## config.mk

```make
export PLATFORM = sky130hd
export DESIGN_NAME = regfile_wr_scoreboard
export DESIGN_NICKNAME = d
export VERILOG_FILES = /design/src/rtl/regfile_pkg.sv /design/src/rtl/decoder_n.sv /design/src/rtl/regfile_wr_scoreboard.sv
export SDC_FILE = /design/constraint.sdc
export NUM_CORES = 1
export LEC_CHECK = 0
export ABC_AREA = 0
export CAP_MARGIN = 20
export CELL_PAD_IN_SITES_DETAIL_PLACEMENT = 1
export CELL_PAD_IN_SITES_GLOBAL_PLACEMENT = 2
export CORE_UTILIZATION = 31
export DETAILED_ROUTE_END_ITERATION = 10
export MAX_ROUTING_LAYER = met4
export PLACE_DENSITY_LB_ADDON = 0.1
export SYNTH_ARGS = -nofsm -noshare
export SYNTH_HDL_FRONTEND = slang
export SYNTH_HIERARCHICAL = 1
export SYNTH_SLANG_ARGS = --single-unit
```

## constraint.sdc

```tcl
create_clock -name clk -period 4.5 [get_ports clk]
set_clock_uncertainty 0.15 [all_clocks]
set_input_delay 1.35 -clock clk [delete_from_list [all_inputs] [get_ports clk]]
set_output_delay 1.35 -clock clk [all_outputs]
set_load 0.01 [all_outputs]
```

## src/rtl/regfile_pkg.sv

```systemverilog
// regfile_pkg
//   Constants and types shared by the register file, the hazard unit and
//   the destination-register write scoreboard.
//   REG_ADDR_W : default register address width
//   XZR        : index of the hard-wired zero register
//   reg_addr_t : register address type at the default width
//   nregs()    : number of registers addressed by a given address width
package regfile_pkg;

    localparam int REG_ADDR_W = 5;
    localparam int XZR        = 31;

    typedef logic [REG_ADDR_W-1:0] reg_addr_t;

    function automatic int nregs(input int addr_w);
        return 1 << addr_w;
    endfunction

endpackage

```

## src/rtl/decoder_n.sv

```systemverilog
// decoder_n
//   Combinational ADDR_W : 2**ADDR_W one-hot decoder with enable.
//   en     in   1               output is all-zero when low
//   addr   in   ADDR_W          index of the bit to set
//   onehot out  2**ADDR_W       one-hot (or zero) decode of addr
module decoder_n
    import regfile_pkg::*;
#(
    parameter int ADDR_W = REG_ADDR_W
) (
    input  logic                       en,
    input  logic [ADDR_W-1:0]          addr,
    output logic [nregs(ADDR_W)-1:0]   onehot
);

    always_comb begin
        onehot = '0;
        if (en) begin
            onehot[addr] = 1'b1;
        end
    end

endmodule

```

## src/rtl/regfile_wr_scoreboard.sv

```systemverilog
// regfile_wr_scoreboard
//   Destination-register tracker for the pipelined register file. Keeps a
//   pending-write bitmap of in-flight destinations (issue sets, retire
//   clears, flush discards) and produces the registered one-hot row write
//   enable for the register file from the retire address.
//
//   clk           in   1       rising-edge clock
//   reset_n       in   1       asynchronous active-low reset
//   issue_valid   in   1       decode presents a destination write
//   issue_addr    in   ADDR_W  destination of the issuing instruction
//   issue_ready   out  1       combinational; issue accepted when valid && ready
//   retire_valid  in   1       writeback commits a register this cycle
//   retire_addr   in   ADDR_W  register being written back
//   flush         in   1       synchronous; drops all pending destinations
//   rd_addr_a/b   in   ADDR_W  source registers under hazard check
//   hazard_a/b    out  1       combinational; source has a pending write
//   pending       out  NREGS   registered scoreboard bitmap
//   wen           out  NREGS   registered one-hot row write enable
//   retire_err    out  1       one-cycle pulse: retire of a non-pending register
module regfile_wr_scoreboard
    import regfile_pkg::*;
#(
    parameter int ADDR_W    = REG_ADDR_W,
    parameter int ZERO_REG  = XZR,
    parameter bit MASK_ZERO = 1'b1
) (
    input  logic                       clk,
    input  logic                       reset_n,
    input  logic                       issue_valid,
    input  logic [ADDR_W-1:0]          issue_addr,
    output logic                       issue_ready,
    input  logic                       retire_valid,
    input  logic [ADDR_W-1:0]          retire_addr,
    input  logic                       flush,
    input  logic [ADDR_W-1:0]          rd_addr_a,
    input  logic [ADDR_W-1:0]          rd_addr_b,
    output logic                       hazard_a,
    output logic                       hazard_b,
    output logic [nregs(ADDR_W)-1:0]   pending,
    output logic [nregs(ADDR_W)-1:0]   wen,
    output logic                       retire_err
);

    localparam int                NREGS     = nregs(ADDR_W);
    localparam logic [ADDR_W-1:0] ZERO_ADDR = ADDR_W'(ZERO_REG);

    logic             issue_zero;
    logic             retire_zero;
    logic             issue_fire;
    logic             retire_eff;
    logic [NREGS-1:0] set_vec;
    logic [NREGS-1:0] clr_vec;

    // The zero register is invisible to the scoreboard when masked: it never
    // sets, clears, raises hazards or generates a row enable.
    assign issue_zero  = MASK_ZERO && (issue_addr  == ZERO_ADDR);
    assign retire_zero = MASK_ZERO && (retire_addr == ZERO_ADDR);

    // WAW stall, with a bypass when the previous owner retires on this edge.
    assign issue_ready = issue_zero
                       || !pending[issue_addr]
                       || (retire_valid && (retire_addr == issue_addr));

    assign issue_fire = issue_valid && issue_ready && !issue_zero;
    assign retire_eff = retire_valid && !retire_zero;

    // No retire bypass on hazards: the register file writes through.
    assign hazard_a = pending[rd_addr_a];
    assign hazard_b = pending[rd_addr_b];

    // Flush outranks a same-edge issue, so the issue decode is gated here.
    decoder_n #(.ADDR_W(ADDR_W)) u_issue_dec (
        .en     (issue_fire && !flush),
        .addr   (issue_addr),
        .onehot (set_vec)
    );

    // Retire decode feeds both the pending clear and the row enable; a retire
    // on the flush edge still writes because writeback is past the flush.
    decoder_n #(.ADDR_W(ADDR_W)) u_retire_dec (
        .en     (retire_eff),
        .addr   (retire_addr),
        .onehot (clr_vec)
    );

    // Set is applied after clear so a same-address issue/retire leaves the
    // bit owned by the new instruction.
    always_ff @(posedge clk or negedge reset_n) begin
        if (!reset_n) begin
            pending <= '0;
        end else if (flush) begin
            pending <= '0;
        end else begin
            pending <= (pending & ~clr_vec) | set_vec;
        end
    end

    always_ff @(posedge clk or negedge reset_n) begin
        if (!reset_n) begin
            wen        <= '0;
            retire_err <= 1'b0;
        end else begin
            wen        <= clr_vec;
            retire_err <= retire_eff && !pending[retire_addr];
        end
    end

endmodule

```

-- Yosys cells after proc, flatten, opt, wreduce, memory -nomap -nowiden
Cells that the tools add are included.
- memories kept: 0
- bits in writable memories: 0
- ROM bits: 0
- input bits: 25
- bits in latches: 0
- word-level logic and storage cells: 45
- output and inout bits: 68
- flip-flop bits (word level): 65
- equal/unequal tests: 3
- reduce and logical (&&, ||, !) cells: 15
- add/sub/neg operators: 0
- $mul: 0
- bitwise gates (word level): 3
- muxes and demuxes: 15
- div/mod/pow operators: 0
- shift-type cells: 0
- $lt $le $gt $ge: 6
- operator list (operator ; number):
    2-to-1 mux 32 bit ; 3
    bitwise AND 32 bit ; 1
    inverter 32 bit ; 1
    OR 32 bit ; 1
    less-than comparator 5 x 6 -> 1 bit, second input constant ; 4
    binary-select mux 1 bit (select 5 bit) ; 4
    demux 1 bit (select 5 bit) ; 2
    == test 5 bit, second input constant ; 2
    >= comparator 5 x 1 -> 1 bit, second input constant ; 2
    logical AND 1 bit ; 8
    2-to-1 mux 1 bit ; 6
    == test 5 bit ; 1
    zero test 1 bit ; 5
    logical OR 1 bit ; 2

-- Logic depth before layout (Yosys ltp)
Gate-level depths: netlist of run 1.
- word-level depth: 11
- depth in mapped cells: 9
- mapped depth without buffers: 8

-- By module
The synthesis of run 1 kept the hierarchy.
- modules (own cells, without submodules) (module ; times used ; area an instance (µm²) ; seq. area each (µm²) ; cells each):
    regfile_wr_scoreboard ; 1 ; 3199.3 ; 1626.6 ; 249
    decoder_n ; 2 ; 230.2 ; 0.0 ; 47

-- Worst setup path after synthesis of run 1
Ideal clock, no wire load.
- path kind: input -> output
- start point: input port rd_addr_a[1]
- end point: output port hazard_a
- path buffers: 1
- data arrival time: 2.908 ns
- stages on the path: 4
- path slack: 0.092 ns
- required time: 3.000 ns
- cell sequence: clkbuf_1 -> mux4_2 -> mux4_2 -> mux2_2
- word-level cells in the longest chain between the ends: 2
- ends and longest elaborated chain (element ; RTL line ; text):
    start, declared ; regfile_wr_scoreboard.sv:35 ; input logic [ADDR_W-1:0] rd_addr_a,
    binary-select mux 1 bit (select 5 bit) ; regfile_wr_scoreboard.sv:68 ; assign hazard_a = pending[rd_addr_a];
    2-to-1 mux 1 bit (implied by the code) ; regfile_wr_scoreboard.sv:68 ;
    end, declared ; regfile_wr_scoreboard.sv:37 ; output logic hazard_a,
Every way passes these cells. The select of a mux whose other input is x is not followed.

-- Worst setup path after layout of run 1
- start point: input port rd_addr_b[0]
- end point: output port hazard_b
- word-level cells in the longest chain between the ends: 2
- ends and longest elaborated chain (element ; RTL line ; text):
    start, declared ; regfile_wr_scoreboard.sv:36 ; input logic [ADDR_W-1:0] rd_addr_b,
    binary-select mux 1 bit (select 5 bit) ; regfile_wr_scoreboard.sv:69 ; assign hazard_b = pending[rd_addr_b];
    2-to-1 mux 1 bit (implied by the code) ; regfile_wr_scoreboard.sv:69 ;
    end, declared ; regfile_wr_scoreboard.sv:38 ; output logic hazard_b,
Every way passes these cells. The select of a mux whose other input is x is not followed.

==> flow_summary.yaml, run 1 <==
status:
  status: "complete, no violations"
clock_tree:
  cts_tree: "done"
  clockRootBuffer: "clkbuf_16"
  cts_buffers: 9
  h-tree-depth: 3
  clkTransAtPathRegs_ns: 0.05
  cts_sinks: 65
  clock_latency_ns: 0.34
  cts_max_path_buffers: 2
sta:
  timing.final.crit_share: 0.9893
  slew_violations: 0
  period_needed_ns: 4.452
  tightest_slew_ns: 0.8664
  setup_violations: 0
  tns_ns: 0
  report.final.hold_viol_count: 0
  worst_slack_ns: 0.04805
  timing.fmax_mhz: 224.6
  rsz0062_at_grt: "no"
  slew_headroom: 0.4224
synth:
  yosysUniqueCellTypes: 33
  synthTopCellsByArea: "dfrtp_1 44%, mux4_2 20%, nor2_1 9.9%"
  synthTopCellsByCount: "97 x nor2_1, 65 x dfrtp_1, 33 x inv_1, 32 x a21oi_1, 32 x mux4_2"
  async_flop_share: 1.000
  synth_cells: 343
  netlist_area_um2: 3660
  avgSynthCellArea_um2: 10.67
  synth_top_area_share: 0.4444
  syn_nets: 368
  synth_seq_area_share: 0.4444
  synthMostInstantiatedCell: "nor2_1"
  yosysTopAreaCell: "dfrtp_1"
  ys_seq_elements: 65
  synth-main-ff-cell: "dfrtp_1"
  synth_edf_count: 0
  ys_warn_count: 6
layout:
  layout-drive-gt1-share: 0.2061
  syn2layout_area_growth_pct: 41.71
  nets: 476
  final_cell_count_no_fill: 599
  antenna_cells: 0
  fin_util: 0.4523
placed_design:
  dp_hpwl_um: 9804
  numPortBuffers: 92
  place_ws_ns: -0.8892
  gp_congestion: 0.8802
  dp.cells: 583
global_route:
  grt-ovfl-total: 0
  antenna_found_initial: 0
  grt_pass1_vias: 3321
  grt_max_degree: 66
  grt_usage: 0.2423
  grt_pass1_wl_um: 21160
power:
  vdd_ir_drop_max_v: 0.0002454
  p_leak_nw: 2.114
  pwr_density_cell_nw_per_um2: 281.4
  finalPower_mw: 1.459
setup_path:
  rrSetupSlack_ns: 1.42
  cp.arrival_ns: 2.95
  reg2reg_depth: 8
  crit_slowest_cell: "mux4_2"
  critPathMaxFanout: 8
  critPathKind: "primary input to output pin"
  slowest_delay_ns: 0.51
  r2r-start: "pending[7]"
  start_kind: "primary input"
  startpoint: "rd_addr_b[0]"
  crit_end: "hazard_b"
  critPathRequiredTime_ns: 3.00
  worstPathCellList: "buf_6 -> buf_12 -> mux4_2 -> mux4_2 -> mux2_4 -> buf_6"
  end_kind: "output pin"
  reg2reg_to: "pending[1]"
min_path:
  hold_path.class: "flip-flop to flip-flop"
route:
  drc_errors: 0
  drt_first_iter_violations: 284
  drt-vias-per-instance: 5.422
  drt-total-wl_um: 13820
  wl_per_cell_um: 23.06
  first_pass_iters: 4
  via_count: 3248
  ant_nets: 0
job:
  drv_cap: 0
floorplanning:
  rows: 39
  dieArea_um2: 12240
  die_x_um: 110.7
  start_util: 0.3191
  boundaryPins: 93
  die_h_um: 110.7
  core-area_um2: 11470
cell usage in the layout, fill, tap and decap left out, types with 4 or more instances in the layout:
cell type / netlist / routed
nor2_1: 97 / 97
nand4bb_1: 6 / 6
dfrtp_1: 65 / 65
nand4b_1: 6 / 6
buf_6: 1 / 6
xor2_1: 4 / 4
mux4_2: 32 / 35
buf_4: 0 / 25
clkbuf_16: 0 / 9
inv_1: 33 / 33
clkdlybuf4s50_1: 0 / 81
mux2i_1: 5 / 5
nand2b_1: 4 / 4
a21oi_1: 32 / 32
final cells by class:
| class | count | area (µm²) |
|---|---|---|
| fillers | 1265 | 6281 |
| multi-input cells | 223 | 1826 |
| flip-flops and latches | 65 | 1627 |
| repair buffers | 119 | 1141 |
| clock buffers | 13 | 250.2 |
| well taps | 143 | 178.9 |
| inverters | 33 | 123.9 |
| clock inverters | 3 | 40.04 |
sequential cells by signal, summed over array words and instances (netlist names):
| signal | flops |
|---|---|
| pending | 32 |
| wen | 32 |
| retire_err | 1 |
critical path, delay by kind of cell:
kind / cells / cell delay (ns)
buffers and inverters: 3 / 0.32
muxes: 3 / 1.28
cells by family (layout without fill, tap and decap cells):
family | count (synthesis) | count (layout) | share of synthesized area
and+or+nand+nor | 135 | 135 | 0.1778
xor gates and xnor gates | 5 | 5 | 0.01197
buffers and inverters | 55 | 168 | 0.05948
DFF | 65 | 65 | 0.4444
AOI/OAI and AO/OA | 39 | 39 | 0.05778
muxes | 44 | 44 | 0.2485
stage by stage:
| step | cell area, µm² | hold WS (ns) |
|---|---|---|
| CTS | 5175 | 0.5129 |
| detailed placement | 4888 | 0.5015 |
| finish | 5186 | 0.5214 |
| global route | 5186 | 0.5374 |
| global placement | 4888 | 0.5022 |
| floorplan | 3660 | 0.4503 |
per-layer routing:
| metal | wire [µm] | track usage | share of wire |
|---|---|---|---|
| met1 | 6431 | 0.3461 | 0.47 |
| met2 | 6228 | 0.3462 | 0.45 |
| met3 | 945 | 0.05303 | 0.068 |
| met4 | 210 | 0.07022 | 0.015 |
| met5 | 0 | - | 0 |
what timing repair did:
item                                    4_1_cts  5_1_grt
setup buffers                                 1        0
gates resized for setup                      41        9
endpoints found under the setup margin        3        3
hold buffers                                  0        0
pin swaps                                     1        1
report_power, final:
group	internal [mW]	switching, mW	total, mW
Clock	0.442	0.254	0.696
Sequential	0.590	0.00442	0.595
Combinational	0.0723	0.0966	0.169
how the worst min path moves through the flow:
stage | startpoint | to | slack (ns) | depth (start not counted)
final | pending[0] | pending[0] | 0.52 | 2
after CTS | pending[26] | pending[26] | 0.51 | 2
after detailed placement | pending[26] | pending[26] | 0.50 | 2
after floorplan | pending[26] | pending[26] | 0.45 | 2
after global routing | pending[24] | pending[24] | 0.54 | 2
after global placement | pending[26] | pending[26] | 0.50 | 2
Power figures use the tool's default switching activity.
==> run 2: changes to the inputs <==
Settings changed: GPL_ROUTABILITY_DRIVEN set to 0, PLACE_DENSITY set to 0.84, PLACE_DENSITY_LB_ADDON 0.1 to unset.
==> flow_summary.yaml, run 2 (synthesis gave the netlist of run 1 again) <==
status:
  status: "complete, no violations"
power:
  vdd_ir_drop_max_v: 0.0001862
  power.share.clock: 0.496
  p_seq_frac: 0.394
  p_sw_frac: 0.2330
  pwr_density_cell_nw_per_um2: 291.8
  p_leak_nw: 2.097
  finalPower_mw: 1.509
  intPower_mw: 1.157
  pwr-share-comb: 0.110
  power_switching_uw: 351.6
clock_tree:
  h-tree-depth: 3
  clock_latency_ns: 0.34
  clockRootBuffer: "clkbuf_16"
  clkTransAtPathRegs_ns: 0.05
  cts_buffers: 9
  cts_tree: "done"
  cts_sinks: 65
  postCtsHoldBufs: 0
  post_cts_buffers: 0
  cts_max_path_buffers: 2
floorplanning:
  core-area_um2: 11470
  die_x_um: 110.7
  die_h_um: 110.7
  boundaryPins: 93
  start_util: 0.3191
  rows: 39
  dieArea_um2: 12240
sta:
  rsz0062_at_grt: "no"
  period_needed_ns: 4.461
  setup_violations: 0
  slew_violations: 0
  timing.final.crit_share: 0.9913
  timing.fmax_mhz: 224.2
  slew_headroom: 0.4355
  tightest_slew_ns: 0.8468
  report.final.hold_viol_count: 0
layout:
  fin_area_um2: 5171
  reg.largest.list: "pending x32, wen x32, retire_err x1"
  fin_util: 0.4510
  regArea_um2: 1627
  mostFrequentLayoutCell: "nor2_1"
  layout-drive-gt1-share: 0.1978
  antenna_cells: 0
  layout_common_cells: "97 x nor2_1, 81 x clkdlybuf4s50_1, 65 x dfrtp_1, 35 x mux4_2, 33 x inv_1"
  fillers: 1277
  multi_input_area_um2: 1826
  syn2layout_area_growth_pct: 41.30
  nets: 471
setup_path:
  start_kind: "primary input"
  critPathMaxFanout: 8
  critPathRequiredTime_ns: 3.00
  end_kind: "output pin"
  cp.arrival_ns: 2.96
  critPathKind: "primary input to output pin"
route:
  drt-vias-per-instance: 5.597
  drc_errors: 0
  ant_nets: 0
  via_count: 3319
  drt-total-wl_um: 13570
  drt_first_iter_violations: 356
  first_pass_iters: 4
  wl_per_cell_um: 22.89
min_path:
  hold_path.class: "flip-flop to flip-flop"
placed_design:
  dp_hpwl_um: 9575
  dpl_cell_area_um2: 4851
  numPortBuffers: 92
global_route:
  grt-ovfl-total: 0
  grt_pass1_vias: 3602
  grt_usage: 0.2394
  antenna_found_initial: 0
  grt_pass1_wl_um: 21230
  grt_max_degree: 37
job:
  drv_cap: 0
## run 2: cell types whose count changed in the layout (fill, tap and decap cells not counted)
cell and delta:
clkbuf_1 -1, buf_6 +1, clkinv_2 -1, buf_4 -7, buf_2 +1, bufinv_16 +1
## run 2: path summary, 6_finish.rpt
kind | from | to | slack, ns | cells past startpoint
setup / recovery | rd_addr_b[0] | hazard_b | 0.04 | 6
hold / removal | pending[27] | pending[27] | 0.52 | 2
setup reg to reg | pending[15] | pending[2] | 1.41 | 8
hold reg to reg | pending[27] | pending[27] | 0.52 | 2
max in group asynchronous | reset_n | pending[6] | 2.32 | 2
min in group asynchronous | reset_n | wen[21] | 0.97 | 1
## run 2: power by group through the flow
stage | clock (mW) | sequential, mW | combinational (mW)
finish | 0.748 | 0.595 | 0.166
global route | 0.782 | 0.595 | 0.177
CTS | 0.759 | 0.595 | 0.165
detailed placement | 0 | 0.605 | 0.164
global placement | 0 | 0.604 | 0.161
floorplan | 0 | 0.606 | 0.0682
## run 2: layout make-up
cell class / instances / area share
multi-input cells: 223 / 0.3530
flip-flops and latches: 65 / 0.3145
repair buffers: 114 / 0.2136
clock buffers: 12 / 0.04767
well taps: 143 / 0.03460
inverters: 33 / 0.02395
clock inverters: 3 / 0.01258
## run 2: repair_timing
action / CTS / global route
gates resized for setup: 45 / 7
pin swaps: 1 / 0
endpoints found under the setup margin: 3 / 3
endpoints found under the hold margin: 0 / 0
## run 2: critical path, cell delays in order
cell	delay, ns
buf_6	0.08
buf_12	0.12
mux4_2	0.50
mux4_2	0.50
mux2_4	0.28
buf_6	0.12
## run 2: routing by layer
metal | part of all wire | track usage | vias up
li1 | - | - | 1409
met1 | 0.40 | 0.3037 | 1677
met2 | 0.47 | 0.3739 | 203
met3 | 0.10 | 0.05686 | 30
met4 | 0.027 | 0.08800 | 0
met5 | 0 | - | -
## run 2: through the flow
step / setup TNS [ns] / hold WS, ns / std cells / setup WS, ns
5_1_grt: 0 / 0.5466 / 593 / 0.01966
6_report: 0 / 0.5192 / 593 / 0.03936
3_5_place_dp: -2.908 / 0.4895 / 578 / -0.9129
4_1_cts: 0 / 0.5101 / 593 / 0.001288
3_3_place_gp: -2.506 / 0.4971 / 578 / -0.8377
2_1_floorplan: 0 / 0.4503 / 343 / 0.09164
